==> src/rtl/ad_emu_pkg.sv <==
// Shared constants for the serial ADC emulator: mode codes, register map, LFSR and FSM state type.
// Pure declarations, no logic; the LFSR step is only referenced when AD_EMU_LFSR_EN is defined.
package ad_emu_pkg;

    localparam logic [1:0] MODE_CONST = 2'd0;
    localparam logic [1:0] MODE_RAMP  = 2'd1;
    localparam logic [1:0] MODE_LFSR  = 2'd2;

    localparam logic [7:0] REG_MODE      = 8'h00;
    localparam logic [7:0] REG_CONST_LO  = 8'h01;
    localparam logic [7:0] REG_CONST_HI  = 8'h02;
    localparam logic [7:0] REG_STEP      = 8'h03;
    localparam logic [7:0] REG_FRAME_CNT = 8'h04;
    localparam logic [7:0] REG_STATUS    = 8'h05;

    localparam logic [15:0] CONST_RST = 16'h8000;
    localparam logic [7:0]  STEP_RST  = 8'h01;

    // Fibonacci, right shift: taps 16,14,13,11 sit at bits 0,2,3,5 of the state.
    localparam logic [15:0] LFSR_SEED = 16'hACE1;
    localparam logic [15:0] LFSR_TAPS = 16'h002D;

    typedef enum logic {
        ST_IDLE  = 1'b0,
        ST_SHIFT = 1'b1
    } state_t;

    function automatic logic [15:0] lfsr_next(input logic [15:0] s);
        return {^(s & LFSR_TAPS), s[15:1]};
    endfunction

endpackage

==> src/rtl/ad_emu_if.sv <==
// Serial ADC link (cs_n/sclk/sdata) plus the fx register bus, grouped for the emulator port.
// Plain wires, no latency or flow control of its own.
interface ad_emu_if;
    logic        cs_n;
    logic        sclk;
    logic        sdata;
    logic        sdata_oe;
    logic [5:0]  dev_id;
    logic        fx_wr;
    logic [21:0] fx_waddr;
    logic [7:0]  fx_data;
    logic        fx_rd;
    logic [21:0] fx_raddr;
    logic [7:0]  fx_q;

    modport slave (
        input  cs_n, sclk, dev_id, fx_wr, fx_waddr, fx_data, fx_rd, fx_raddr,
        output sdata, sdata_oe, fx_q
    );

    modport master (
        output cs_n, sclk, dev_id, fx_wr, fx_waddr, fx_data, fx_rd, fx_raddr,
        input  sdata, sdata_oe, fx_q
    );
endinterface

==> src/rtl/ad_emu_pattern.sv <==
// Sample source (const/ramp/LFSR with AD_EMU_LFSR_EN) holding mode/const/step; updates 1 cycle after strobe.
// No backpressure: advance and register writes are single-cycle strobes, a mode write beats an advance.
module ad_emu_pattern
    import ad_emu_pkg::*;
(
    input  logic        i_clk_sys,
    input  logic        i_rst,
    input  logic        i_adv,
    input  logic        i_mode_wr,
    input  logic        i_const_lo_wr,
    input  logic        i_const_hi_wr,
    input  logic        i_step_wr,
    input  logic [7:0]  i_wdat,
    output logic [1:0]  o_mode,
    output logic [15:0] o_const,
    output logic [7:0]  o_step,
    output logic [15:0] o_sample
);

    logic [1:0]  r_mode;
    logic [15:0] r_const;
    logic [7:0]  r_step;
    logic [15:0] r_sample;
    logic [15:0] w_sample_nxt;

    always_comb begin
        w_sample_nxt = r_sample;
        if (i_mode_wr) begin
            w_sample_nxt = r_const;
            if (i_wdat[1:0] == MODE_RAMP) begin
                w_sample_nxt = 16'h0000;
            end
`ifdef AD_EMU_LFSR_EN
            if (i_wdat[1:0] == MODE_LFSR) begin
                w_sample_nxt = LFSR_SEED;
            end
`endif
        end else if (i_adv) begin
            w_sample_nxt = r_const;
            if (r_mode == MODE_RAMP) begin
                w_sample_nxt = r_sample + {8'h00, r_step};
            end
`ifdef AD_EMU_LFSR_EN
            if (r_mode == MODE_LFSR) begin
                w_sample_nxt = lfsr_next(r_sample);
            end
`endif
        end
    end

    always_ff @(posedge i_clk_sys or posedge i_rst) begin
        if (i_rst) begin
            r_mode   <= MODE_RAMP;
            r_const  <= CONST_RST;
            r_step   <= STEP_RST;
            r_sample <= 16'h0000;
        end else begin
            r_sample <= w_sample_nxt;
            if (i_mode_wr)     r_mode         <= i_wdat[1:0];
            if (i_const_lo_wr) r_const[7:0]   <= i_wdat;
            if (i_const_hi_wr) r_const[15:8]  <= i_wdat;
            if (i_step_wr)     r_step         <= i_wdat;
        end
    end

    assign o_mode   = r_mode;
    assign o_const  = r_const;
    assign o_step   = r_step;
    assign o_sample = r_sample;

endmodule

==> src/rtl/ad_emu_tx.sv <==
// Serial ADC emulator transmit end; sdata follows a raw sclk fall within 3 clk_sys, fx_q 1 cycle after fx_rd.
// No backpressure: the reader owns cs_n/sclk timing; optional LFSR source via AD_EMU_LFSR_EN.
module ad_emu_tx
    import ad_emu_pkg::*;
#(
    parameter int N_LEAD  = 4,
    parameter int N_TRAIL = 4
)
(
    input  logic     i_clk_sys,
    input  logic     i_rst,
    ad_emu_if.slave  io_emu
);

    localparam int FRAME_LEN = N_LEAD + 16 + N_TRAIL;
    localparam int CNT_W     = $clog2(FRAME_LEN + 1);
    localparam logic [CNT_W-1:0] CNT_MAX  = CNT_W'(FRAME_LEN);
    localparam logic [CNT_W-1:0] CNT_FULL = CNT_W'(N_LEAD + 16);

    // Synchronizers reset to the idle-high level so release from reset is not seen as an edge.
    logic [1:0] r_cs_sync;
    logic [1:0] r_sclk_sync;
    logic       r_cs_prev;
    logic       r_sclk_prev;
    logic       w_cs_fall;
    logic       w_cs_rise;
    logic       w_sclk_fall;

    always_ff @(posedge i_clk_sys or posedge i_rst) begin
        if (i_rst) begin
            r_cs_sync   <= 2'b11;
            r_sclk_sync <= 2'b11;
            r_cs_prev   <= 1'b1;
            r_sclk_prev <= 1'b1;
        end else begin
            r_cs_sync   <= {r_cs_sync[0], io_emu.cs_n};
            r_sclk_sync <= {r_sclk_sync[0], io_emu.sclk};
            r_cs_prev   <= r_cs_sync[1];
            r_sclk_prev <= r_sclk_sync[1];
        end
    end

    assign w_cs_fall   = r_cs_prev & ~r_cs_sync[1];
    assign w_cs_rise   = ~r_cs_prev & r_cs_sync[1];
    assign w_sclk_fall = r_sclk_prev & ~r_sclk_sync[1];

    state_t                 r_state;
    state_t                 w_state_nxt;
    logic                   w_load;
    logic                   w_shift;
    logic                   w_done;
    logic                   w_abort;
    logic [FRAME_LEN-1:0]   r_shreg;
    logic [CNT_W-1:0]       r_bit_cnt;
    logic                   r_sdata;
    logic                   r_sdata_oe;
    logic [15:0]            w_sample;

    always_ff @(posedge i_clk_sys or posedge i_rst) begin
        if (i_rst) r_state <= ST_IDLE;
        else       r_state <= w_state_nxt;
    end

    always_comb begin
        w_state_nxt = r_state;
        w_load      = 1'b0;
        w_shift     = 1'b0;
        w_done      = 1'b0;
        w_abort     = 1'b0;
        case (r_state)
            ST_IDLE: begin
                if (w_cs_fall) begin
                    w_state_nxt = ST_SHIFT;
                    w_load      = 1'b1;
                end
            end
            ST_SHIFT: begin
                if (w_cs_rise) begin
                    w_state_nxt = ST_IDLE;
                    if (r_bit_cnt >= CNT_FULL) w_done  = 1'b1;
                    else                       w_abort = 1'b1;
                end else if (w_sclk_fall) begin
                    w_shift = 1'b1;
                end
            end
            default: w_state_nxt = ST_IDLE;
        endcase
    end

    // Zero fill on shift means sclk beyond the frame keeps sending 0.
    always_ff @(posedge i_clk_sys or posedge i_rst) begin
        if (i_rst) begin
            r_shreg    <= '0;
            r_bit_cnt  <= '0;
            r_sdata    <= 1'b0;
            r_sdata_oe <= 1'b0;
        end else if (w_load) begin
            r_shreg    <= {{N_LEAD{1'b0}}, w_sample, {N_TRAIL{1'b0}}};
            r_bit_cnt  <= '0;
            r_sdata    <= 1'b0;
            r_sdata_oe <= 1'b1;
        end else if (w_shift) begin
            r_sdata <= r_shreg[FRAME_LEN-1];
            r_shreg <= {r_shreg[FRAME_LEN-2:0], 1'b0};
            if (r_bit_cnt != CNT_MAX) r_bit_cnt <= r_bit_cnt + 1'b1;
        end else if (w_done || w_abort) begin
            r_sdata    <= 1'b0;
            r_sdata_oe <= 1'b0;
        end
    end

    logic       w_wr_hit;
    logic       w_rd_hit;
    logic [7:0] w_wr_reg;
    logic [7:0] w_rd_reg;
    logic       w_trunc_clr;
    logic       r_trunc;
    logic [7:0] r_frame_cnt;
    logic [7:0] r_fx_q;
    logic [7:0] w_rd_val;
    logic [1:0] w_mode;
    logic [15:0] w_const;
    logic [7:0] w_step;
    logic       w_unused;

    assign w_wr_hit    = io_emu.fx_wr && (io_emu.fx_waddr[21:16] == io_emu.dev_id);
    assign w_rd_hit    = io_emu.fx_rd && (io_emu.fx_raddr[21:16] == io_emu.dev_id);
    assign w_wr_reg    = io_emu.fx_waddr[7:0];
    assign w_rd_reg    = io_emu.fx_raddr[7:0];
    assign w_trunc_clr = w_wr_hit && (w_wr_reg == REG_STATUS) && io_emu.fx_data[0];
    assign w_unused    = ^{io_emu.fx_waddr[15:8], io_emu.fx_raddr[15:8]};

    ad_emu_pattern u_pattern (
        .i_clk_sys     (i_clk_sys),
        .i_rst         (i_rst),
        .i_adv         (w_done),
        .i_mode_wr     (w_wr_hit && (w_wr_reg == REG_MODE)),
        .i_const_lo_wr (w_wr_hit && (w_wr_reg == REG_CONST_LO)),
        .i_const_hi_wr (w_wr_hit && (w_wr_reg == REG_CONST_HI)),
        .i_step_wr     (w_wr_hit && (w_wr_reg == REG_STEP)),
        .i_wdat        (io_emu.fx_data),
        .o_mode        (w_mode),
        .o_const       (w_const),
        .o_step        (w_step),
        .o_sample      (w_sample)
    );

    // A new truncation outranks a simultaneous clear.
    always_ff @(posedge i_clk_sys or posedge i_rst) begin
        if (i_rst) begin
            r_trunc     <= 1'b0;
            r_frame_cnt <= 8'h00;
            r_fx_q      <= 8'h00;
        end else begin
            r_trunc <= w_abort | (r_trunc & ~w_trunc_clr);
            if (w_done) r_frame_cnt <= r_frame_cnt + 8'd1;
            r_fx_q <= w_rd_hit ? w_rd_val : 8'h00;
        end
    end

    always_comb begin
        w_rd_val = 8'h00;
        case (w_rd_reg)
            REG_MODE:      w_rd_val = {6'h00, w_mode};
            REG_CONST_LO:  w_rd_val = w_const[7:0];
            REG_CONST_HI:  w_rd_val = w_const[15:8];
            REG_STEP:      w_rd_val = w_step;
            REG_FRAME_CNT: w_rd_val = r_frame_cnt;
            REG_STATUS:    w_rd_val = {6'h00, (r_state == ST_SHIFT), r_trunc};
            default:       w_rd_val = 8'h00;
        endcase
    end

    assign io_emu.sdata    = r_sdata;
    assign io_emu.sdata_oe = r_sdata_oe;
    assign io_emu.fx_q     = r_fx_q;

endmodule

==> src/flat_wrapper.sv <==
// flat-port wrapper written by rule: the top's interface ports become plain ports
module ad_emu_tx_flat import ad_emu_pkg::*;
#(
    parameter int N_LEAD  = 4,
    parameter int N_TRAIL = 4
)
  (i_clk_sys, i_rst, io_emu_cs_n, io_emu_sclk, io_emu_dev_id, io_emu_fx_wr, io_emu_fx_waddr, io_emu_fx_data, io_emu_fx_rd, io_emu_fx_raddr, io_emu_sdata, io_emu_sdata_oe, io_emu_fx_q);
  ad_emu_if io_emu_i ();
  input  logic i_clk_sys;
  input  logic i_rst;
  input wire logic [$bits(io_emu_i.cs_n)-1:0] io_emu_cs_n;
  input wire logic [$bits(io_emu_i.sclk)-1:0] io_emu_sclk;
  input wire logic [$bits(io_emu_i.dev_id)-1:0] io_emu_dev_id;
  input wire logic [$bits(io_emu_i.fx_wr)-1:0] io_emu_fx_wr;
  input wire logic [$bits(io_emu_i.fx_waddr)-1:0] io_emu_fx_waddr;
  input wire logic [$bits(io_emu_i.fx_data)-1:0] io_emu_fx_data;
  input wire logic [$bits(io_emu_i.fx_rd)-1:0] io_emu_fx_rd;
  input wire logic [$bits(io_emu_i.fx_raddr)-1:0] io_emu_fx_raddr;
  output wire logic [$bits(io_emu_i.sdata)-1:0] io_emu_sdata;
  output wire logic [$bits(io_emu_i.sdata_oe)-1:0] io_emu_sdata_oe;
  output wire logic [$bits(io_emu_i.fx_q)-1:0] io_emu_fx_q;
  assign io_emu_i.cs_n = io_emu_cs_n;
  assign io_emu_i.sclk = io_emu_sclk;
  assign io_emu_i.dev_id = io_emu_dev_id;
  assign io_emu_i.fx_wr = io_emu_fx_wr;
  assign io_emu_i.fx_waddr = io_emu_fx_waddr;
  assign io_emu_i.fx_data = io_emu_fx_data;
  assign io_emu_i.fx_rd = io_emu_fx_rd;
  assign io_emu_i.fx_raddr = io_emu_fx_raddr;
  assign io_emu_sdata = io_emu_i.sdata;
  assign io_emu_sdata_oe = io_emu_i.sdata_oe;
  assign io_emu_fx_q = io_emu_i.fx_q;
  ad_emu_tx #(.N_LEAD(N_LEAD), .N_TRAIL(N_TRAIL)) u_core (.i_clk_sys(i_clk_sys), .i_rst(i_rst), .io_emu(io_emu_i));
endmodule
==> config.mk <==
export PLATFORM = sky130hd
export DESIGN_NAME = ad_emu_tx_flat
export DESIGN_NICKNAME = d
export VERILOG_FILES = /design/src/rtl/ad_emu_pkg.sv /design/src/rtl/ad_emu_if.sv /design/src/rtl/ad_emu_pattern.sv /design/src/rtl/ad_emu_tx.sv /design/src/flat_wrapper.sv
export SDC_FILE = /design/constraint.sdc
export NUM_CORES = 1
export LEC_CHECK = 0
export CORE_UTILIZATION = 40
export CTS_BUF_LIST = sky130_fd_sc_hd__clkbuf_4 sky130_fd_sc_hd__clkbuf_8
export DETAILED_ROUTE_END_ITERATION = 12
export GPL_ROUTABILITY_DRIVEN = 0
export MAX_ROUTING_LAYER = met4
export PLACE_DENSITY = 0.61
export SLEW_MARGIN = 10
export SYNTH_ARGS = -nofsm -noshare
export SYNTH_HDL_FRONTEND = slang
export SYNTH_SLANG_ARGS = --single-unit
==> constraint.sdc <==
create_clock -name i_clk_sys -period 2.7 [get_ports i_clk_sys]
set_input_delay 0.405 -clock i_clk_sys [delete_from_list [all_inputs] [get_ports i_clk_sys]]
set_output_delay 0.405 -clock i_clk_sys [all_outputs]
set_load 0.01 [all_outputs]
==> results.json <==
{
  "drcViolationCount": 0,
  "fmax_ghz": 0.388,
  "hp-class": "reg2reg",
  "r2r-start": "u_core.u_pattern.o_step[0]",
  "clock_sinks": 93,
  "fin_tns_setup_ns": 0,
  "cts_buffer_depth": 2,
  "nets": 596,
  "outcome": "completed",
  "dieWidth_microns": 111,
  "async_flop_share": 1.00,
  "arrival_ns": 2.84,
  "cts_hold_buffers": 0,
  "skew_ns": 0.0150,
  "dp.cells": 651,
  "post-route-min-period_ns": 2.58,
  "required_ns": 2.96,
  "place_ws_ns": -0.442,
  "ant_nets": 0,
  "rr_worst_depth": 9,
  "synth_flop_cell": "dfrtp_1",
  "yosys-top-cells-count": "dfrtp_1 (84), nand2_1 (53), mux2_2 (27)",
  "final_cell_count_no_fill": 668,
  "core_sq_mm": 0.0116,
  "setup_viol": 0,
  "r2r-end": "u_core.u_pattern.o_sample[10]",
  "clkPwrFrac": 0.374,
  "post-dp-hpwl_mm": 8.01,
  "drive_above_1_share": 0.185,
  "wl_per_cell_microns": 16.4,
  "cts-root-buf": "clkbuf_8",
  "vias": 3660,
  "syn_area_sq_mm": 0.00479,
  "insertedDiodeCount": 0,
  "cts_tree": "built",
  "intPower_w": 0.00203,
  "dr.pass1.iters": 4,
  "avgSynthCellArea_sq_um": 10.9,
  "tightest_slew_ns": 0.616,
  "fin_util": 0.512,
  "ys_top_cells_by_area": "dfrtp_1 (44%), mux2_2 (6.3%), dfstp_2 (4.9%), mux2i_1 (4.2%), nand2_1 (4.2%)",
  "timing.max_cap.violations": 0,
  "yosysTopAreaCell": "dfrtp_1",
  "initial_utilization": 0.414,
  "nFillCells": 1023,
  "slew-limit-headroom": 0.589,
  "htreeDepth": 3,
  "die-area_sq_mm": 0.0124,
  "path_max_fanout": 7,
  "die_h_microns": 111,
  "ys_ff_latch": 93,
  "p_total_w": 0.00272,
  "overflow": 0,
  "clk_pin_slew_ns": 0.10,
  "reg2reg_slack_ns": 0.22,
  "io_buffer_count": 57,
  "cp-end-kind": "flip-flop",
  "final_hold_viol_count": 0,
  "syn_inst": 441,
  "insertion_delay_ns": 0.38,
  "maxSlewViolCount": 0,
  "ir_drop_mv": 0.281,
  "rows": 39,
  "avgViaCountPerCell": 5.48,
  "areaGrowthSynthToFinish_pct": 23.5,
  "ys_types": 59,
  "combPwrFrac": 0.088,
  "startpoint": "io_emu_fx_waddr[4]",
  "boundaryPins": 74,
  "synth_top_cell_area_share": 0.439,
  "swShare": 0.254,
  "synth_fp_nets": 517,
  "drt_iter0_markers": 170,
  "grt_antenna_before_repair": 0,
  "layout_setup_ws_ns": 0.123,
  "cp-start-kind": "input pin",
  "numCtsBuffers": 9,
  "grt_pass1_vias": 3716,
  "leakagePower_nw": 2.56,
  "worstSetupPathType": "in2reg",
  "yosysWarnings": 0,
  "ys_seq_area_frac": 0.488,
  "grt_pass1_wl_mm": 18.5,
  "drt-total-wl_mm": 10.9,
  "sequentialPowerShare": 0.538,
  "grt_max_degree": 94,
  "groute.usage.overall": 0.194,
  "cellPowerDensity_mw_per_mm2": 459,
  "power.switching_w": 0.000691,
  "synth_edf_count": 0,
  "synth_most_common_cell": "dfrtp_1",
  "fin_crit_sh": 0.954,
  "crit_end": "u_core.u_pattern.o_sample[11]"
}
[cell usage in the layout, fill, tap and decap left out, types with 10 or more instances in the layout]
cell type	netlist	layout
clkbuf_8	0	10
buf_4	2	26
nand2_1	53	52
a21oi_1	18	18
ha_1	11	11
mux2_2	27	27
nor2_1	23	22
a22oi_1	15	15
o21ai_0	26	26
dfrtp_1	84	84
xnor2_1	19	19
mux2i_1	20	20
clkdlybuf4s50_1	0	53
[critical path: stages]
cell and delay, ns:
dlygate4sd2_1 0.22, or4b_1 0.52, or4_1 0.48, or4_4 0.50, buf_6 0.16, mux2i_4 0.21, a221o_1 0.34
[state kept, by name (all words and copies together), names as in the netlist]
signal	flops
u_core.r_shreg	20
u_core.r_state	1
u_core.u_pattern.o_const	16
u_core.io_emu.fx_q	8
u_core.r_sclk_prev	1
u_core.r_cs_prev	1
u_core.r_trunc	1
u_core.u_pattern.o_sample	16
u_core.r_frame_cnt	8
u_core.io_emu.sdata_oe	1
u_core.r_bit_cnt	5
u_core.u_pattern.o_mode	2
u_core.r_sclk_sync	2
u_core.r_cs_sync	2
u_core.io_emu.sdata	1
u_core.u_pattern.o_step	8
[layer usage]
layer,vias to the layer above,wire (microns),global-route usage
met1,1766,5080,0.253
li1,1773,-,-
met4,0,190,0.0685
met3,18,517,0.0370
met5,-,0,-
met2,103,5140,0.304
[final cells by class]
cell class	count	area [sq um]	area share
multi-input cells	325	2350	0.397
flip-flops and latches	93	2340	0.395
repair buffers	86	812	0.137
well taps	143	179	0.0302
clock buffers	10	138	0.0233
clock inverters	6	75.1	0.0127
inverters	5	22.5	0.00381
[repair_timing]
action                                  CTS  global route
pin swaps                                 7             1
gates cloned                              0             0
hold endpoints to repair                  0             0
buffers inserted                          1             0
endpoints found under the setup margin    4             7
resized for setup                         7             1
[power groups by stage]
stage	registers (W)	logic, W	clock network (W)
floorplan	0.00148	0.000121	0
global placement	0.00149	0.000241	0
detailed placement	0.00149	0.000247	0
CTS	0.00146	0.000245	0.00103
global route	0.00147	0.000271	0.00109
finish	0.00146	0.000240	0.00102
[through the flow]
stage	instance area, sq um	hold slack, ns
final	5920	0.357
after CTS	5910	0.360
after global routing	5920	0.366
after floorplan	4790	0.345
after detailed placement	5680	0.347
after global placement	5680	0.345
[logic make-up after synthesis]
kind of cell | share of synthesized area
AO/OA/AOI/OAI | 0.130
AND/OR/NAND/NOR | 0.154
flip-flops | 0.488
multiplexers | 0.119
adder cells (fa/ha/maj) | 0.0329
buffers and inverters | 0.0245
XOR/XNOR | 0.0512
[how the worst min path moves through the flow]
| stage | slack, ns | cells after the start | end | startpoint |
|---|---|---|---|---|
| after CTS | 0.36 | 0 | u_core.r_sclk_prev | u_core.r_sclk_sync[1] |
| after global routing | 0.37 | 0 | u_core.r_sclk_sync[1] | u_core.r_sclk_sync[0] |
| after global placement | 0.35 | 0 | u_core.r_sclk_sync[1] | u_core.r_sclk_sync[0] |
| after detailed placement | 0.35 | 0 | u_core.r_sclk_sync[1] | u_core.r_sclk_sync[0] |
| after floorplan | 0.35 | 0 | u_core.r_cs_sync[1] | u_core.r_cs_sync[0] |
| final | 0.36 | 0 | u_core.r_sclk_prev | u_core.r_sclk_sync[1] |
Power figures use the tool's default switching activity.
